File: src/rtl/fetch_pkg.sv
// rtl/fetch_pkg.sv - shared constants for the instruction fetch stage
package fetch_pkg;

    localparam logic [31:0] NOP_INSTN = 32'h0000_0000;
    localparam int          PC_STEP   = 4;

    // Counters must hold 0..depth inclusive.
    function automatic int cnt_width(input int depth);
        return $clog2(depth + 1);
    endfunction

endpackage

File: src/rtl/if_fifo.sv
// rtl/if_fifo.sv - small synchronous FIFO with flush, occupancy count and registered head
module if_fifo
    import fetch_pkg::*;
#(
    parameter int WIDTH = 64,
    parameter int DEPTH = 4,
    localparam int CW   = cnt_width(DEPTH)
) (
    input  logic             clk,
    input  logic             rst_n,
    input  logic             push,
    input  logic [WIDTH-1:0] push_data,
    input  logic             pop,
    input  logic             flush,
    output logic [CW-1:0]    count,
    output logic [WIDTH-1:0] head
);

    localparam int PW = $clog2(DEPTH);

    logic [WIDTH-1:0] mem [DEPTH];
    logic [PW-1:0]    rd_ptr;
    logic [PW-1:0]    wr_ptr;

    always_ff @(posedge clk or negedge rst_n) begin
        if (!rst_n) begin
            rd_ptr <= '0;
            wr_ptr <= '0;
            count  <= '0;
        end else if (flush) begin
            rd_ptr <= '0;
            wr_ptr <= '0;
            count  <= '0;
        end else begin
            if (push) wr_ptr <= wr_ptr + 1'b1;
            if (pop)  rd_ptr <= rd_ptr + 1'b1;
            if (push && !pop)      count <= count + 1'b1;
            else if (pop && !push) count <= count - 1'b1;
        end
    end

    // Storage is not reset; consumers qualify head with count.
    always_ff @(posedge clk) begin
        if (push && !flush) mem[wr_ptr] <= push_data;
    end

    assign head = mem[rd_ptr];

endmodule

File: src/rtl/if_fetch_unit.sv
// rtl/if_fetch_unit.sv - instruction fetch: PC, credit-limited imem requests, prefetch queue, redirect flush
module if_fetch_unit
    import fetch_pkg::*;
#(
    parameter int                ADDR_W   = 32,
    parameter int                DATA_W   = 32,
    parameter int                DEPTH    = 4,
    parameter logic [ADDR_W-1:0] RESET_PC = ADDR_W'(32'h0000_0000)
) (
    input  logic              clk,
    input  logic              rst_n,
    output logic              imem_req_valid,
    input  logic              imem_req_ready,
    output logic [ADDR_W-1:0] imem_req_addr,
    input  logic              imem_rsp_valid,
    input  logic [DATA_W-1:0] imem_rsp_data,
    output logic [DATA_W-1:0] instn,
    output logic [ADDR_W-1:0] instn_pc,
    output logic              instn_valid,
    input  logic              id_ready,
    input  logic              redirect_valid,
    input  logic [ADDR_W-1:0] redirect_pc
);

    localparam int CW = cnt_width(DEPTH);
    localparam int QW = DATA_W + ADDR_W;

    logic              running;
    logic [ADDR_W-1:0] pc;
    logic [CW-1:0]     drop;
    logic [CW-1:0]     count;
    logic [CW-1:0]     outstanding;
    logic [CW:0]       in_use;
    logic [ADDR_W-1:0] pend_addr;
    logic [QW-1:0]     q_head;
    logic              req_fire;
    logic              rsp_keep;
    logic              deq;

    // Queued words plus in-flight requests never exceed DEPTH, so a response always fits.
    assign in_use         = {1'b0, count} + {1'b0, outstanding};
    assign imem_req_valid = running && !redirect_valid && (in_use < (CW+1)'(DEPTH));
    assign imem_req_addr  = pc;
    assign req_fire       = imem_req_valid && imem_req_ready;

    assign rsp_keep    = imem_rsp_valid && (drop == '0) && !redirect_valid;
    assign instn_valid = (count != '0);
    assign deq         = instn_valid && id_ready && !redirect_valid;
    assign instn       = instn_valid ? q_head[QW-1:ADDR_W] : DATA_W'(NOP_INSTN);
    assign instn_pc    = instn_valid ? q_head[ADDR_W-1:0] : '0;

    always_ff @(posedge clk or negedge rst_n) begin
        if (!rst_n) begin
            running <= 1'b0;
            pc      <= RESET_PC;
            drop    <= '0;
        end else begin
            running <= 1'b1;
            if (redirect_valid) begin
                // Everything still in flight is stale, including words already marked to drop.
                pc   <= redirect_pc;
                drop <= outstanding - CW'(imem_rsp_valid);
            end else begin
                if (req_fire) pc <= pc + ADDR_W'(PC_STEP);
                if (imem_rsp_valid && (drop != '0)) drop <= drop - 1'b1;
            end
        end
    end

    // Addresses of issued requests; every response retires one, stale or not.
    if_fifo #(.WIDTH(ADDR_W), .DEPTH(DEPTH)) pend_q (
        .clk       (clk),
        .rst_n     (rst_n),
        .push      (req_fire),
        .push_data (pc),
        .pop       (imem_rsp_valid),
        .flush     (1'b0),
        .count     (outstanding),
        .head      (pend_addr)
    );

    if_fifo #(.WIDTH(QW), .DEPTH(DEPTH)) pref_q (
        .clk       (clk),
        .rst_n     (rst_n),
        .push      (rsp_keep),
        .push_data ({imem_rsp_data, pend_addr}),
        .pop       (deq),
        .flush     (redirect_valid),
        .count     (count),
        .head      (q_head)
    );

endmodule
File: config.mk
export PLATFORM = sky130hd
export DESIGN_NAME = if_fetch_unit
export DESIGN_NICKNAME = d
export VERILOG_FILES = /design/src/rtl/fetch_pkg.sv /design/src/rtl/if_fifo.sv /design/src/rtl/if_fetch_unit.sv
export SDC_FILE = /design/constraint.sdc
export NUM_CORES = 1
export LEC_CHECK = 0
export ABC_AREA = 1
export BUFFER_PORTS_ARGS = -buffer_cell sky130_fd_sc_hd__buf_2
export CAP_MARGIN = 5
export CORE_UTILIZATION = 33
export DETAILED_ROUTE_END_ITERATION = 10
export GPL_TIMING_DRIVEN = 0
export REMOVE_ABC_BUFFERS = 1
export SETUP_SLACK_MARGIN = 0.05
export SYNTH_ARGS = -nofsm -noshare
export SYNTH_HDL_FRONTEND = slang
export SYNTH_SLANG_ARGS = --single-unit
File: constraint.sdc
create_clock -name clk -period 4.4 [get_ports clk]
set_input_delay 0 -clock clk [delete_from_list [all_inputs] [get_ports clk]]
set_output_delay 0 -clock clk [all_outputs]
set_load 0.05 [all_outputs]
Yosys cells after proc, flatten, opt, wreduce, memory -nomap -nowiden
Memories as Yosys holds them, arrays and structs flattened.
Cells that the tools add are included.
Word-level totals
  register bits: 50
  RAM bits: 384
  input port bits: 70
  output and inout port bits: 98
  memories kept: 2
Memories
  pref_q.mem: words 4, width 64, rd ports 1, clocked after memory_dff 0, wr ports 1, RTL line if_fifo.sv:21  | logic [WIDTH-1:0] mem [DEPTH];
  pend_q.mem: words 4, width 32, rd ports 1, clocked after memory_dff 0, wr ports 1, RTL line if_fifo.sv:21
Cells by class
  add/sub/neg operators: 12
  $lt $le $gt $ge: 1
  muxes and demuxes: 19
  reductions and logical operators: 27
Operators with widths (count)
  $mux W32: 4
  $add A32 B3 Y32 const B: 1
  $mux W3: 7
  $logic_and A1 B1 Y1: 13
  $reduce_bool A2 Y1: 5
  $reduce_bool A3 Y1: 3
  $sub A3 B1 Y3 const B: 3
  $add A2 B1 Y2 const B: 4
  $mux W2: 4
  $add A3 B1 Y3 const B: 2
  $logic_not A1 Y1: 5
  $add A3 B3 Y4: 1
  $lt A4 B3 Y1 const B: 1
  $mux W1: 4
  $logic_not A3 Y1: 1
  $sub A3 B1 Y3: 1

Depth between registers and ports, before layout
  depth after elaboration: 8
  mapped depth: 13
  gate-level depth less buffers: 12

Modules after synthesis
From an unflattened synthesis, not the netlist that was laid out.
Second synthesis, totals
  cells, all modules: 1629
  area, all modules: 18400.1 µm²
Modules (own cells, without submodules)
  if_fifo at pref_q: instances 1, cells an instance 675, area each 9932.0 µm², seq. area each 7862.5 µm²
  if_fifo at pend_q: instances 1, cells an instance 365, area each 5176.2 µm², seq. area each 4018.9 µm²
  if_fetch_unit: instances 1, cells an instance 589, area each 3291.9 µm², seq. area each 900.9 µm²

Least setup slack after synthesis
No wires, ideal clock.
  path type: register to register
  from: reg drop[0]
  to: mem pref_q.mem[0][0], enable pin
  arrival time: 3.612 ns
  setup slack: 0.302 ns
  stages on the path, launching flop included: 7
  buffers on the path: 0
  period minus slack after synthesis: 4.098 ns
  cells stage by stage: dfrtp_1 -> inv_1 -> ha_1 -> nand3_2 -> nor2_4 -> inv_1 -> nor2_1
Between the ends
  longest elaborated chain between the ends: 6
RTL lines
  from (decl): RTL line if_fetch_unit.sv:30  | logic [CW-1:0] drop;
  from (signal assigned): RTL line if_fetch_unit.sv:62  | drop <= outstanding - CW'(imem_rsp_valid);
  from (signal assigned): RTL line if_fetch_unit.sv:65  | if (imem_rsp_valid && (drop != '0)) drop <= drop - 1'b1;
  $logic_not A3 Y1: RTL line if_fetch_unit.sv:46  | assign rsp_keep = imem_rsp_valid && (drop == '0) && !redirect_valid;
  $logic_and A1 B1 Y1 (2 in a row): RTL line if_fetch_unit.sv:46
  $logic_and A1 B1 Y1: RTL line if_fifo.sv:44  | if (push && !flush) mem[wr_ptr] <= push_data;
  $mux W1: RTL line if_fifo.sv:44
  $mux W1 (not written as such): RTL line if_fifo.sv:44
  to (decl): RTL line if_fifo.sv:21
No other way between the ends.

Worst setup path after layout
  from: reg pref_q.rd_ptr[0]
  to: out instn_pc[13]
Between the ends
  longest elaborated chain between the ends: 2
RTL lines
  from (decl): RTL line if_fifo.sv:22  | logic [PW-1:0] rd_ptr;
  from (signal assigned): RTL line if_fifo.sv:36  | if (pop) rd_ptr <= rd_ptr + 1'b1;
  $mem_v2 Z4 W64
  $mux W32: RTL line if_fetch_unit.sv:50  | assign instn_pc = instn_valid ? q_head[ADDR_W-1:0] : '0;
  to (decl): RTL line if_fetch_unit.sv:18  | output logic [ADDR_W-1:0] instn_pc,
No other way between the ends.

==> results.md <==
* Synth top cells by count: edfxtp_1 (384), nor2_1 (371), o21ai_0 (202)
* Area Overhead vs Synth at 22.1%
* Hold path start: redirect_valid
* Hold Path Sink: imem_req_addr[1]
* Rows at 85
* Max transition margin at between 10% and 20%
* Detailed Route WL at 45800 microns
* Initial antenna violation count at 0
* #FFs+latches synth at 434
* H-tree depth at 2
* Clock transition at path regs at 0.06 ns
* Syn Area/Cell at 11.3 sq um
* TritonRoute pass-1 iters at 5
* IO Pins at 168
* Grt ovf at 0
* CP max-delay cell: dfrtp_4
* Worst EP arrival at 3.19 ns
* Residual DRC count at 0
* Routed wire per std cell at 17.9 microns
* Post-synth top flop: edfxtp_1
* Final worst path period share at 72.5%
* Largest net degree at the start of global routing at between 90 and 100
* Via/cell ratio at 4.81
* Number of global-route vias before repair at 11900
* Setup CP Type: reg -> out
* Iteration-0 DRC Markers at between 800 and 900
* First-pass GRT wire length at 70100 microns
* Post-Syn Area at 18100 sq um
* Depth of the most critical reg-to-reg path at 3
* VDD IR-drop max at ~330 uV
* Synthesis warning total at 0
* Share of cells above drive strength 1 at 16.1%
* Fin Clk Skew at between 0.02 and 0.025 ns
* ANT cells at 0
* Synth top area cells: edfxtp_1 (64%), nor2_1 (7.7%), dfrtp_1 (6.9%), o21ai_0 (5.6%), nand2_1 (4.1%)
* Slew of the pin with the lowest slew margin at 1.27 ns
* Yosys cell types at 35
* Post-synth EDFFs at 384
* Cts repair resizes at 0
* Yosys top cell area share at 63.5%
* Clock Latency Late Sink at 0.58 ns
* Setup crit end kind: primary output
* Buf/Inv on CP at 4
* Slowest stage delay, CP at 0.70 ns
* CTS tree: yes
* Final hold viol count at 0
* Worst EP required at 4.40 ns
* Sink Count at 434
* Total global-route track usage at between 15 and 20%
* Critical-path maximum fanout at between 90 and 100
* Vias at 12300
* Setup slack, reg-to-reg at ~1.5 ns
* Leakage power at ~8.2 nW
* CTS Buf Count at 45
* Crit path launch type: flip-flop
* Post-DP HPWL at 28900 microns
* Die Ht at 237 microns
* Cell taking the most area after synthesis: edfxtp_1
* Worst Hold Depth at 3
* ANT nets after route at 0
* CP delay by family, top: buffers and inverters
* Final setup margin at 1.21 ns
* Fin nets at between 1500 and 2000
* Sequential area share after synthesis at 70.4%
* Core area at 54000 sq um
* Reg2reg end: pref_q.mem[2][16]
* Asr flop ratio synth at 11.5%
* Final Max Slew Viols at 0
* Port bufs at 167
* Pwr Density at 636 nW/um^2
* DIE AREA at 55900 sq um
* Max-cap violations at 0
* Most common cell in the synthesized netlist: edfxtp_1
* Die width at 237 microns
* CP Cell Sequence: buf_16 -> inv_4 -> buf_16 -> o21ai_0 -> a21oi_1 -> buf_2
* CTS Root Cell: clkbuf_16
* Period minus WS final at roughly 3.2 ns
* Crit path top cell by count: buf_16
* GPL Wtd Cong at 0.799
* CTS Buffer Depth at 3
* Synth Instances at 1601
* HP Class: in -> reg
* Final Setup Violations at 0
* Pre-CTS WS at 1.39 ns
* RSZ-0062 raised after global routing: false
* Worst R2R Start: pend_q.rd_ptr[1]
* Hold Worst Slack at 0.0745 ns
* Starting Density at between 30% and 40%
* FMAX at 314 MHz
* Status: completed
## layout by cell type (no fill, tap or decap), drive strengths merged
cell,netlist,routed
a21oi,69,69
o22ai,32,32
edfxtp,384,384
o21ai,206,206
mux2i,1,1
nor3,2,2
clkinv,2,20
o21bai,4,4
ha,16,16
nand3b,1,1
nand3,61,61
clkbuf,37,56
fa,2,2
conb,1,1
xnor2,9,9
nand4,1,1
xor2,9,9
a32oi,1,1
inv,74,77
bufinv,0,4
buf,43,188
dfrtp,50,50
clkinvlp,0,1
nand2,211,211
dlygate4sd3,0,69
nor2,385,385
## metal layers
| metal | track usage [%] | share of wire [%] |
|---|---|---|
| met2 | 28.0 | 49 |
| met1 | 21.2 | 44 |
| met3 | 2.24 | 3.9 |
| met4 | 6.47 | 3.1 |
| met5 | 0 | 0 |
## stage by stage
| stage | cell area, sq um | utilization (%) | std cells | setup TNS, ns | power [mW] |
|---|---|---|---|---|---|
| floorplan | 17800 | - | 1521 | 0 | 8.77 |
| global placement | 19500 | 36.1 | 2384 | -972.47 | 10.3 |
| detailed placement | 20000 | 37.0 | 2404 | 0 | 10.5 |
| CTS | 22100 | 40.9 | 2554 | 0 | 14.3 |
| global route | 22200 | 41.0 | 2556 | 0 | 14.8 |
| finish | 22200 | 41.0 | 2556 | 0 | 14.1 |
## worst max path at each step
stage	end	cells past startpoint	from	slack (ns)
final	instn_pc[13]	6	pref_q.rd_ptr[0]	1.21
after global routing	instn_pc[13]	6	pref_q.rd_ptr[0]	0.97
after CTS	instn_pc[13]	6	pref_q.rd_ptr[0]	1.11
after detailed placement	pref_q.mem[3][16]	3	pend_q.rd_ptr[1]	1.39
after global placement	instn_pc[28]	4	pref_q.rd_ptr[0]	-3.40
after floorplan	instn[0]	3	pref_q.rd_ptr[0]	0.23
## state kept, by name, indices dropped and copies added, names as in the netlist
| signal | flops |
|---|---|
| pref_q.count | 3 |
| running | 1 |
| drop | 3 |
| pref_q.rd_ptr | 2 |
| pend_q.mem | 128 |
| pref_q.mem | 256 |
| pend_q.wr_ptr | 2 |
| pend_q.rd_ptr | 2 |
| pend_q.count | 3 |
| imem_req_addr | 32 |
| pref_q.wr_ptr | 2 |
## cell type report
cell class / count / area, sq um
tap: 696 / 871
inverter: 76 / 299
clock buffer: 56 / 1200
timing repair buffer: 257 / 1980
multi-input combinational: 1011 / 4770
sequential: 434 / 12800
fill: 5073 / 31900
clock inverter: 26 / 233
## repair_timing
| action | in CTS | in global routing |
|---|---|---|
| hold endpoints to repair | 225 | 13 |
| setup buffers | 0 | 0 |
| hold buffers | 68 | 1 |
| endpoints found under the setup margin | 0 | 0 |
## where the power goes
part / internal (mW) / switching (mW)
combinational: 1.17 / 3.75
clock: 2.16 / 1.56
sequential: 5.03 / 0.415
## kinds of logic (layout without fill, tap and decap cells)
logic type                 count (synthesis)  after routing  synth area share (%)
muxes                                      1              1                0.0552
xor gates and xnor gates                  18             18                 0.869
other                                      1              1                0.0207
AOI/OAI and AO/OA                        312            312                  8.90
buffers and inverters                    156            415                  3.59
DFF                                      434            434                  70.4
and+or+nand+nor                          661            661                  14.8
adders and majority gates                 18             18                  1.32
## worst reg2reg max path, cell delays in order, from the launching register on
cell and delay [ns]:
dfrtp_1 1.19, inv_1 0.93, o21ai_0 0.34, o22ai_1 0.20
Power figures use the tool's default switching activity.
